--- config.mk ---
export PLATFORM = sky130hd
export DESIGN_NAME = fifo_flags
export DESIGN_NICKNAME = d
export VERILOG_FILES = /design/src/rtl/fifo_flags.sv
export SDC_FILE = /design/constraint.sdc
export NUM_CORES = 1
export LEC_CHECK = 0
export ABC_AREA = 1
export CORE_AREA = 2 2 90 92
export DETAILED_ROUTE_END_ITERATION = 10
export DIE_AREA = 0 0 92 94
export PLACE_DENSITY = 0.75
export SLEW_MARGIN = 25
export SYNTH_ARGS = -nofsm -noshare
export SYNTH_HDL_FRONTEND = slang
export SYNTH_SLANG_ARGS = --single-unit
export TNS_END_PERCENT = 30
--- constraint.sdc ---
create_clock -name clk -period 4.8 [get_ports clk]
set_input_delay 0.96 -clock clk [delete_from_list [all_inputs] [get_ports clk]]
set_output_delay 0.96 -clock clk [all_outputs]
set_load 0.02 [all_outputs]
--- src/rtl/fifo_flags.sv ---
// Synchronous FIFO with arbitrary depth, fill level, almost-full/empty thresholds and
// one-cycle overflow/underflow pulses. Define FIFO_FWFT_EN for first-word fall-through output.
module fifo_flags #(
    parameter int unsigned WIDTH    = 16,
    parameter int unsigned DEPTH    = 4,
    parameter int unsigned AF_LEVEL = 3,
    parameter int unsigned AE_LEVEL = 1
) (
    input  logic                       clk,
    input  logic                       rst,
    input  logic [WIDTH-1:0]           fifo_data_in,
    input  logic                       fifo_write,
    input  logic                       fifo_read,
    output logic [WIDTH-1:0]           fifo_data_out,
    output logic                       fifo_full,
    output logic                       fifo_empty,
    output logic                       fifo_almost_full,
    output logic                       fifo_almost_empty,
    output logic [$clog2(DEPTH+1)-1:0] fifo_count,
    output logic                       fifo_overflow,
    output logic                       fifo_underflow
);

    localparam int unsigned CW = $clog2(DEPTH + 1);
    localparam int unsigned PW = (DEPTH > 1) ? $clog2(DEPTH) : 1;

    localparam logic [CW-1:0] CntFull = CW'(DEPTH);
    localparam logic [CW-1:0] CntAf   = CW'(AF_LEVEL);
    localparam logic [CW-1:0] CntAe   = CW'(AE_LEVEL);
    localparam logic [PW-1:0] PtrLast = PW'(DEPTH - 1);

    logic [WIDTH-1:0] mem_q [DEPTH];

    logic [PW-1:0] wr_ptr_q, wr_ptr_d;
    logic [PW-1:0] rd_ptr_q, rd_ptr_d;
    logic [CW-1:0] cnt_q, cnt_d;
    logic          overflow_q, overflow_d;
    logic          underflow_q, underflow_d;

    logic empty, full;
    logic rd_ok, wr_ok;

    // Status is decoded from the registered count only.
    assign empty = (cnt_q == '0);
    assign full  = (cnt_q == CntFull);

    // A write to a full FIFO is allowed when a read frees a slot in the same cycle.
    assign rd_ok = fifo_read && !empty;
    assign wr_ok = fifo_write && (!full || rd_ok);

    always_comb begin
        wr_ptr_d    = wr_ptr_q;
        rd_ptr_d    = rd_ptr_q;
        cnt_d       = cnt_q;
        overflow_d  = fifo_write && !wr_ok;
        underflow_d = fifo_read && !rd_ok;

        if (wr_ok) begin
            wr_ptr_d = (wr_ptr_q == PtrLast) ? '0 : wr_ptr_q + 1'b1;
        end
        if (rd_ok) begin
            rd_ptr_d = (rd_ptr_q == PtrLast) ? '0 : rd_ptr_q + 1'b1;
        end

        case ({wr_ok, rd_ok})
            2'b10:   cnt_d = cnt_q + 1'b1;
            2'b01:   cnt_d = cnt_q - 1'b1;
            default: cnt_d = cnt_q;
        endcase
    end

    always_ff @(posedge clk or negedge rst) begin
        if (!rst) begin
            wr_ptr_q    <= '0;
            rd_ptr_q    <= '0;
            cnt_q       <= '0;
            overflow_q  <= 1'b0;
            underflow_q <= 1'b0;
        end else begin
            wr_ptr_q    <= wr_ptr_d;
            rd_ptr_q    <= rd_ptr_d;
            cnt_q       <= cnt_d;
            overflow_q  <= overflow_d;
            underflow_q <= underflow_d;
        end
    end

    // Storage is deliberately left out of reset.
    always_ff @(posedge clk) begin
        if (wr_ok) begin
            mem_q[wr_ptr_q] <= fifo_data_in;
        end
    end

`ifdef FIFO_FWFT_EN
    assign fifo_data_out = empty ? '0 : mem_q[rd_ptr_q];
`else
    logic [WIDTH-1:0] data_q, data_d;

    assign data_d = rd_ok ? mem_q[rd_ptr_q] : data_q;

    always_ff @(posedge clk or negedge rst) begin
        if (!rst) begin
            data_q <= '0;
        end else begin
            data_q <= data_d;
        end
    end

    assign fifo_data_out = data_q;
`endif

    assign fifo_full         = full;
    assign fifo_empty        = empty;
    assign fifo_almost_full  = (cnt_q >= CntAf);
    assign fifo_almost_empty = (cnt_q <= CntAe);
    assign fifo_count        = cnt_q;
    assign fifo_overflow     = overflow_q;
    assign fifo_underflow    = underflow_q;

endmodule

After elaboration in Yosys (flattened, before gate mapping)

Memory sizes are Yosys's and may differ from the RTL's. A register that Yosys moved wholly into a read port is not among the register bits.
Index checks and enable logic that the tools add are counted.

Register bits: 9
Memory bits (writable): 64
Bits of input ports: 20
Logic and storage cells: 34
Memories kept: 1

$add $sub $neg: 4
$lt $le $gt $ge: 2
Equality and inequality tests: 5
Multiplexer cells: 5
Reduce and logical (&&, ||, !) cells: 12

Memories:

| name  | words | width | read ports | clocked after memory_dff | wr ports | line | text |
|---|---|---|---|---|---|---|---|
| mem_q | 4     | 16    | 1          | 1                        | 1        | 32   | `logic [WIDTH-1:0] mem_q [DEPTH];` |

Operators by type and width:

| cell                  | number |
|---|---|
| $eq A2 B2 Y1 const B  | 3 |
| $pmux W3 S2           | 1 |
| $logic_not A1 Y1      | 5 |
| $add A2 B1 Y2 const B | 2 |
| $logic_and A1 B1 Y1   | 4 |
| $mux W2               | 2 |
| $add A3 B1 Y3 const B | 1 |
| $eq A3 B3 Y1 const B  | 1 |
| $ge A3 B2 Y1 const B  | 1 |
| $le A3 B1 Y1 const B  | 1 |
| $logic_not A3 Y1      | 1 |
| $sub A3 B1 Y3 const B | 1 |
| $eq A2 B1 Y1 const B  | 1 |
| $mux W1               | 2 |
| $reduce_bool A2 Y1    | 1 |
| $logic_or A1 B1 Y1    | 1 |

Longest topological paths before layout

Gate-level depths: netlist of the first run.

Depth after elaboration: 7
Mapped depth: 9

Worst setup path before layout of the first run

Ideal clock, no wire load.

Path type: reg-to-reg
Start: reg cnt_q[0], in the netlist fifo_count[0]
End: mem mem_q[0][0] (enable)
Arrival: 2151 ps
Path slack: 2261 ps
Cell stages (with the launch flop): 8
Clock period less this slack: 2539 ps
Cell sequence: dfrtp_1 -> inv_1 -> ha_1 -> nand2_1 -> clkinv_1 -> nand2_2 -> nand2_4 -> nor2_1

Elaborated cells on any way between the ends: 9
Those cells by class: eq/ne (1); mux (2); reduce/logical (6)

RTL lines:

| item                          | line | text |
|---|---|---|
| from (decl)                   | 36   | `logic [CW-1:0] cnt_q, cnt_d;` |
| from (signal assigned)        | 82   | `cnt_q <= cnt_d;` |
| $eq A3 B3 Y1                  | 45   | `assign full = (cnt_q == CntFull);` |
| named net fifo_full           | 15   | `output logic fifo_full,` |
| $logic_not A1 Y1              | 49   | `assign wr_ok = fifo_write && (!full \|\| rd_ok);` |
| $logic_or A1 B1 Y1            | 49   |  |
| $logic_and A1 B1 Y1           | 49   |  |
| $mux W1                       | 90   | `if (wr_ok) begin` |
| $mux W1 (not written as such) | 91   | `mem_q[wr_ptr_q] <= fifo_data_in;` |
| to (decl)                     | 32   |  |

The timed path passes the listed nets, and every way through them passes these cells.

Final worst setup path of the first run

Start: reg cnt_q[0], in the netlist fifo_count[0]
End: out fifo_full

Word-level cells in the longest chain between the ends: 1

Ends and longest elaborated chain:

| item         | line |
|---|---|
| $eq A3 B3 Y1 | 45 |
| to (decl)    | 15 |

No other way between the ends.

==> impl_metrics.tcl, run 1 <==
set metrics [dict create \
    wirelength_mm 6.63 \
    hold_depth 2 \
    finalSetupViolCount 0 \
    r2r-start "fifo_count[0]" \
    finalSetupTns_ps 0 \
    core_area_mm2 0.00761 \
    path_class "reg -> out" \
    r2r_end "mem_q[1][4]" \
    syn_inst 337 \
    final_cell_mix "nand2_1 (82), nor2_1 (74), edfxtp_1 (64), clkdlybuf4s50_1 (44), dfrtp_1 (24)" \
    grt_usage 0.167 \
    antennaDiodeCount 0 \
    status "finished clean" \
    r2r_setup_slack_ps 2860 \
    r2r_cells 8 \
    grt_max_degree 36 \
    cts.sinks 89 \
    min-delay-start "fifo_data_out[10]" \
    grt_pass1_wl_mm 10.9 \
    yosysWarningCount 0 \
    htree_levels 3 \
    cts_hold_buf 0 \
    num_rows 32 \
    clock_latency_ps 360 \
    drive_gt1_frac 0.0874 \
    crit_chain "inv_1 > ha_1 > nand2_1 > clkinv_1 > clkdlybuf4s50_1" \
    endpoint_kind "output port" \
    ys_ff_latch 89 \
    seq_area_mm2 0.00255 \
    post-route-min-period_ps 3000 \
    place.gp.congestion 0.810 \
    holdCritPathClass "reg -> reg" \
    fp.dieW_um 92 \
    cp.arrival_ps 2040 \
    period_share 0.626 \
    num_vias 2381 \
    cp.required_ps 3840 \
    dpl.hpwl_mm 4.28 \
    drv_slew 0 \
    p_leak_nw 1.80 \
    port_buffers 44 \
    netlist.area_leader.share 0.516 \
    start_kind "register" \
    yosysSeqAreaShare 0.684 \
    cpPeakStageDelay_ps 600 \
    final_common_cell "nand2_1" \
    critical_path_buf_inv_count 3 \
    grt_pass1_vias 2319 \
    cts_resized 0 \
    power_density_mw_per_mm2 610 \
    grt_overflow 0 \
    post-cts-setup-buffers 0 \
    remaining_drc_errors 0 \
    fmax_ghz 0.333 \
    drv_cap 0 \
    n_fill_cell 621 \
    syn_nets 367 \
    drtIter0Drc 159 \
    worst_slew_pin_slew_ps 729 \
    numCtsBuffers 9 \
    antenna_found_initial 0 \
    path_delay_family "buffers and inverters" \
    ant_nets 0 \
    wl_per_cell_um 13.5 \
    syn_area_mm2 0.00372 \
    post-place-ws_ps 2160 \
    die_h_um 94 \
    cts_root_buf "clkbuf_8" \
    synthToLayoutAreaGrowth_pct 18.6 \
    synth.area.top_cells "edfxtp_1 (52%), dfrtp_1 (17%), nand2_1 (8.3%)" \
    hold_viol_final 0 \
    path_max_fanout 5 \
    cts_tree "done" \
    ir_drop_uv 236 \
    first_pass_iters 4 \
    multi_input_area_mm2 0.00101 \
    syn_area_per_cell_um2 11.0 \
    rsz0062_at_grt "no" \
    max-slew-margin-rel 0.514 \
    cts_max_path_buffers 2 \
    die_area_mm2 0.00865 \
    path_clk_slew_ps 80 \
    start_util 0.489 \
    min_to "fifo_data_out[10]" \
    nNetsFinal 414 \
    slowest_stage "clkdlybuf4s50_1" \
    synth_top_area_cell "edfxtp_1" \
    synth.lib_cells_used.distinct 22 \
    io_pins 45 \
    fin_skew_ps 12.6 \
    worst_slack_ps 1800 \
    via_per_inst 4.85 \
]
## metal layers
layer  part of all wire  wire length, um  track usage
met1               0.45             2980        0.202
met2               0.49             3250        0.286
met3              0.040              268       0.0361
met4              0.020              131       0.0808
met5                  0                0            0
## synthesized netlist by cell type
master / number
nand3_2: 2
a21oi_2: 1
buf_6: 2
a21oi_1: 1
inv_1: 13
inv_2: 4
clkinv_1: 1
o21ai_0: 18
nor2_1: 74
clkbuf_2: 2
ha_1: 10
buf_2: 2
nand4_1: 1
buf_4: 7
nand2_1: 82
dfrtp_1: 25
edfxtp_1: 64
a21oi_4: 1
nand3_1: 4
nand2_4: 3
nand2_2: 2
o21ai_1: 18
## stage by stage
step,area [um2],hold slack (ps),utilization,power [W],std cells
final,4420,484,0.581,0.00269,491
after detailed placement,4230,467,0.557,0.00225,475
after floorplan,3720,506,-,0.00190,337
after global routing,4420,516,0.581,0.00290,491
after global placement,4230,463,0.557,0.00222,475
after CTS,4420,491,0.580,0.00272,491
## where the power goes
| part | switching [W] | total [W] | internal (W) |
|---|---|---|---|
| registers | 0.000148 | 0.00118 | 0.00104 |
| clock network | 0.000257 | 0.000462 | 0.000205 |
| logic | 0.000629 | 0.00105 | 0.000418 |
## cell type report
type | instances | share of cell area
well taps | 102 | 0.0289
multi-input cells | 217 | 0.229
clock buffers | 11 | 0.0320
inverters | 18 | 0.0153
flip-flops and latches | 89 | 0.577
repair buffers | 49 | 0.108
clock inverters | 5 | 0.00907
## cell families after synthesis
group / after synthesis / share of synthesized area
compound gates: 39 / 0.0565
flops: 89 / 0.684
fa+ha+maj: 10 / 0.0336
buf+inv: 31 / 0.0437
simple gates: 168 / 0.182
## worst max path at each step
stage | from | end | depth (start not counted)
2_1_floorplan | fifo_count[0] | mem_q[0][0] | 7
3_3_place_gp | fifo_count[0] | fifo_full | 5
3_5_place_dp | fifo_count[0] | fifo_full | 5
4_1_cts | fifo_count[0] | fifo_full | 5
5_1_grt | fifo_count[1] | fifo_full | 5
6_report | fifo_count[0] | fifo_full | 5
## tightest hold or removal path, stage by stage, from the launching register on
cell	delay [ps]
dfrtp_1	350
nand2_1	50
nand2_1	50
## registers in the layout, summed over array words and instances, names as in the netlist
signal and cells:
mem_q 64, wr_ptr_q 2, fifo_data_out 16, rd_ptr_q 2
fifo_overflow 1, fifo_count 3, fifo_underflow 1
Power figures use the tool's default switching activity.
==> inputs of run 2 (changes only) <==
clock period = 2.87 ns   (was 4.8 ns; I/O delays follow)
==> run 2 against run 1 <==
Hold slack got worse by 1.5 ps. Cell count increased by 0.20%. Clock-buffer cell count decreased by 1. Design area increased by 0.45%. Clock power increased by 83%. Critical path depth unchanged. First-iteration DRC count decreased by 10%. Critical path type unchanged.
==> impl_metrics.tcl, run 2 (synthesized netlist as in run 1, its figures left out) <==
set metrics [dict create \
    first_pass_iters 4 \
    dpl.hpwl_mm 4.32 \
    r2r_cells 8 \
    r2r-start "fifo_count[0]" \
    endpoint_kind "output port" \
    numCtsBuffers 9 \
    grt_max_degree 36 \
    max-slew-margin-rel 0.521 \
    min-delay-start "fifo_data_out[12]" \
    met2_length_mm 3.30 \
    path_clk_slew_ps 90 \
    p_leak_nw 1.82 \
    synthToLayoutAreaGrowth_pct 19.2 \
    antennaDiodeCount 0 \
    cts_max_path_buffers 2 \
    slowest_stage "clkdlybuf4s50_1" \
    num_rows 32 \
    num_vias 2438 \
    start_kind "register" \
    post-route-min-period_ps 2620 \
    cts_root_buf "clkbuf_8" \
    cts_hold_buf 0 \
    top_register "mem_q" \
    grt_pass1_vias 2315 \
    grt_pass1_wl_mm 11.2 \
    path_class "reg -> out" \
    grt_usage 0.172 \
    r2r_end "mem_q[1][7]" \
    final_common_cell "nand2_1" \
    drive_gt1_frac 0.0872 \
    drv_cap 0 \
    largest_reg_flops 64 \
    path_depth 5 \
    fin_skew_ps 8.45 \
    nNetsFinal 415 \
    port_buffers 44 \
    finalSetupTns_ps 0 \
    core_area_mm2 0.00761 \
    drv_slew 0 \
    maxUsedRoutingLayer "met4" \
    cp.required_ps 2300 \
    n_fill_cell 652 \
    period_share 0.912 \
    status "finished clean" \
    min_to "fifo_data_out[12]" \
    holdCritPathClass "reg -> reg" \
    cpPeakStageDelay_ps 600 \
    fp.dieW_um 92 \
    cp.arrival_ps 2040 \
    via_per_inst 4.96 \
    hold_viol_final 0 \
    dr_wl_met3_um 277 \
    drtIter0Drc 143 \
    power_w 0.00458 \
    wirelength_mm 6.72 \
    crit_chain "inv_1 > ha_1 > nand2_1 > clkinv_1 > clkdlybuf4s50_1" \
    io_pins 45 \
    hold_depth 2 \
    path_delay_family "buffers and inverters" \
    die_area_mm2 0.00865 \
    die_h_um 94 \
    r2r_setup_slack_ps 920 \
    htree_levels 3 \
    finalSetupViolCount 0 \
    rsz0062_at_grt "no" \
    cts.sinks 89 \
    ir_drop_uv 402 \
    cts_tree "done" \
    critical_path_buf_inv_count 3 \
    path_max_fanout 5 \
    power_density_mw_per_mm2 1030 \
    post-cts-setup-buffers 0 \
    cts_resized 0 \
    place.gp.congestion 0.824 \
    start_util 0.489 \
    remaining_drc_errors 0 \
    wl_per_cell_um 13.7 \
    grt_overflow 0 \
    antenna_found_initial 0 \
    ant_nets 0 \
    final_cell_mix "nand2_1 (82), nor2_1 (74), edfxtp_1 (64), clkdlybuf4s50_1 (44), dfrtp_1 (25)" \
    fmax_ghz 0.382 \
    clock_latency_ps 360 \
    worst_slew_pin_slew_ps 719 \
    met1Wirelength_mm 3.07 \
]
[run 2: cell type report]
cell class | instances | area (um2) | area share
clock buffers | 10 | 128 | 0.0288
clock inverters | 6 | 67.6 | 0.0152
inverters | 18 | 67.6 | 0.0152
multi-input cells | 217 | 1010 | 0.228
flip-flops and latches | 89 | 2550 | 0.574
well taps | 102 | 128 | 0.0288
repair buffers | 50 | 485 | 0.109
[run 2: per-layer routing]
| metal | up-vias | track usage |
|---|---|---|
| li1 | 1201 | - |
| met1 | 1177 | 0.222 |
| met2 | 54 | 0.282 |
| met3 | 6 | 0.0506 |
| met4 | 0 | 0.0597 |
| met5 | - | 0 |
[run 2: worst max-delay path by stage]
stage | startpoint | to | slack, ps
2_1_floorplan | fifo_count[0] | mem_q[0][0] | 330
3_3_place_gp | fifo_count[0] | fifo_full | 650
3_5_place_dp | fifo_count[0] | fifo_full | 620
4_1_cts | fifo_count[0] | fifo_full | 220
5_1_grt | fifo_count[0] | fifo_full | 120
6_report | fifo_count[0] | fifo_full | 250
[run 2: metrics by stage]
step,hold slack (ps),cells,worst slack [ps],utilization,cell area [um2]
2_1_floorplan,278,337,331,-,3720
3_3_place_gp,464,476,651,0.558,4240
3_5_place_dp,466,476,624,0.558,4240
4_1_cts,490,492,219,0.583,4440
5_1_grt,522,492,118,0.583,4440
6_report,483,492,252,0.583,4440
[run 2: worst min-delay path, cell delays in order, from the launching register on]
cell and delay, ps:
dfrtp_1 350, nand2_1 50, nand2_1 50
[run 2: report_power, final]
part           switching, W  internal, W
sequential         0.000177      0.00173
clock              0.000439     0.000405
combinational       0.00112     0.000708
total               0.00174      0.00284
==> inputs of run 3 (changes only) <==
GPL_TIMING_DRIVEN = 0   (was unset)
REMOVE_ABC_BUFFERS = 1   (was unset)
SLEW_MARGIN = 10   (was 25)
==> run 3 against run 2 <==
Worst setup slack lost 63 ps. Global-route usage grew 0.16 points. Combinational power shrank 3%. Non-clock buffer count shrank 2. Sequential cell count is the same. Highest routed layer unchanged.
==> impl_metrics.tcl, run 3 (synthesized netlist as in run 1, its figures left out) <==
set metrics [dict create \
    status "finished clean" \
    cts_tree "done" \
    ant_nets 0 \
    cpPeakStageDelay_ps 590 \
    path_class "reg -> out" \
    placed_cells 474 \
    cts_max_path_buffers 2 \
    cts.sinks 89 \
    seq_area_mm2 0.00255 \
    clock_latency_ps 360 \
    dpl.hpwl_mm 4.20 \
    drv_slew 0 \
    r2r_end "fifo_data_out[2]" \
    hold_viol_final 0 \
    remaining_drc_errors 0 \
    drv_cap 0 \
    cts_resized 0 \
    wirelength_mm 6.77 \
    fin_skew_ps 8.37 \
    crit_chain "inv_1 > ha_1 > nand2_1 > clkinv_1 > clkdlybuf4s50_1" \
    final_cells 490 \
    core_area_mm2 0.00761 \
    grt_usage 0.174 \
    drtIter0Drc 125 \
    grt_max_degree 36 \
    stdcell_area_mm2 0.00447 \
    rsz0062_at_grt "no" \
    grt_pass1_vias 2396 \
    p_leak_nw 1.83 \
    place.gp.congestion 0.758 \
    cts_root_buf "clkbuf_8" \
    dpl-instance-area_mm2 0.00426 \
    worst_slack_ps 190 \
    power_density_mw_per_mm2 1040 \
    num_vias 2389 \
    die_h_um 94 \
    wl_per_cell_um 13.8 \
    cts_hold_buf 0 \
    final_cell_mix "nand2_1 (82), nor2_1 (70), edfxtp_1 (64), clkdlybuf4s50_1 (43), dfrtp_1 (25)" \
    post-route-min-period_ps 2680 \
    start_util 0.489 \
    largest_reg_flops 64 \
    post-cts-setup-buffers 0 \
    worst_slew_pin_slew_ps 1180 \
    multi_input_area_mm2 0.00102 \
    n_fill_cell 621 \
    slowest_stage "clkdlybuf4s50_1" \
    period_share 0.934 \
    fmax_ghz 0.373 \
    cp.required_ps 2300 \
    cp.arrival_ps 2110 \
    antenna_found_initial 0 \
    drive_gt1_frac 0.0979 \
    path_clk_slew_ps 90 \
    r2r_setup_slack_ps 560 \
    numCtsBuffers 9 \
    final_common_cell "nand2_1" \
    fp.dieW_um 92 \
    max-slew-margin-rel 0.212 \
    synthToLayoutAreaGrowth_pct 19.9 \
    via_per_inst 4.88 \
    holdCritPathClass "in -> async" \
    htree_levels 3 \
    start_kind "register" \
    path_max_fanout 5 \
    final_util 0.587 \
    grt_overflow 0 \
    num_rows 32 \
    io_pins 45 \
    endpoint_kind "output port" \
    r2r-start "rd_ptr_q[0]" \
    die_area_mm2 0.00865 \
    grt_pass1_wl_mm 11.1 \
    post-place-ws_ps 399 \
    top_register "mem_q" \
    port_buffers 44 \
    r2r_cells 5 \
    first_pass_iters 4 \
    ir_drop_uv 419 \
    nNetsFinal 413 \
    finalSetupViolCount 0 \
    antennaDiodeCount 0 \
]
[run 3: critical path, delay by kind of cell (launching register included)]
kind	cells	cell delay, ps
buffers and inverters	3	850
DFF	1	440
adders and majority gates	1	320
and+or+nand+nor	1	140
[run 3: routing by layer]
layer	share of wire	vias up	GRT usage
li1	-	1195	-
met3	0.055	18	0.0345
met2	0.50	72	0.296
met1	0.41	1104	0.203
met5	0	-	0
met4	0.028	0	0.111
[run 3: worst max path at each step]
stage / from / to / slack (ps) / cells past startpoint
2_1_floorplan: fifo_count[0] / mem_q[0][0] / 330 / 7
3_3_place_gp: fifo_read / mem_q[3][11] / -220 / 5
3_5_place_dp: fifo_read / mem_q[2][11] / 400 / 6
4_1_cts: fifo_count[0] / fifo_full / 180 / 5
5_1_grt: fifo_count[0] / fifo_full / 80 / 5
6_report: fifo_count[0] / fifo_full / 190 / 5
[run 3: through the flow]
step                      hold WS [ps]  TNS (ps)  power, W
after floorplan                    278         0   0.00306
after CTS                          489         0   0.00468
after global routing               242         0   0.00499
final                              200         0   0.00464
after detailed placement           465         0   0.00379
after global placement             461    -11300   0.00368
[run 3: area by class of cell]
class,instances,area share
tap,102,0.0286
timing repair buffer,48,0.110
clock inverter,7,0.0188
multi-input combinational,217,0.229
inverter,18,0.0151
sequential,89,0.570
clock buffer,9,0.0277
[run 3: power breakdown]
part / internal [W] / switching, W
logic: 0.000719 / 0.00106
registers: 0.00173 / 0.000255
clock network: 0.000420 / 0.000464
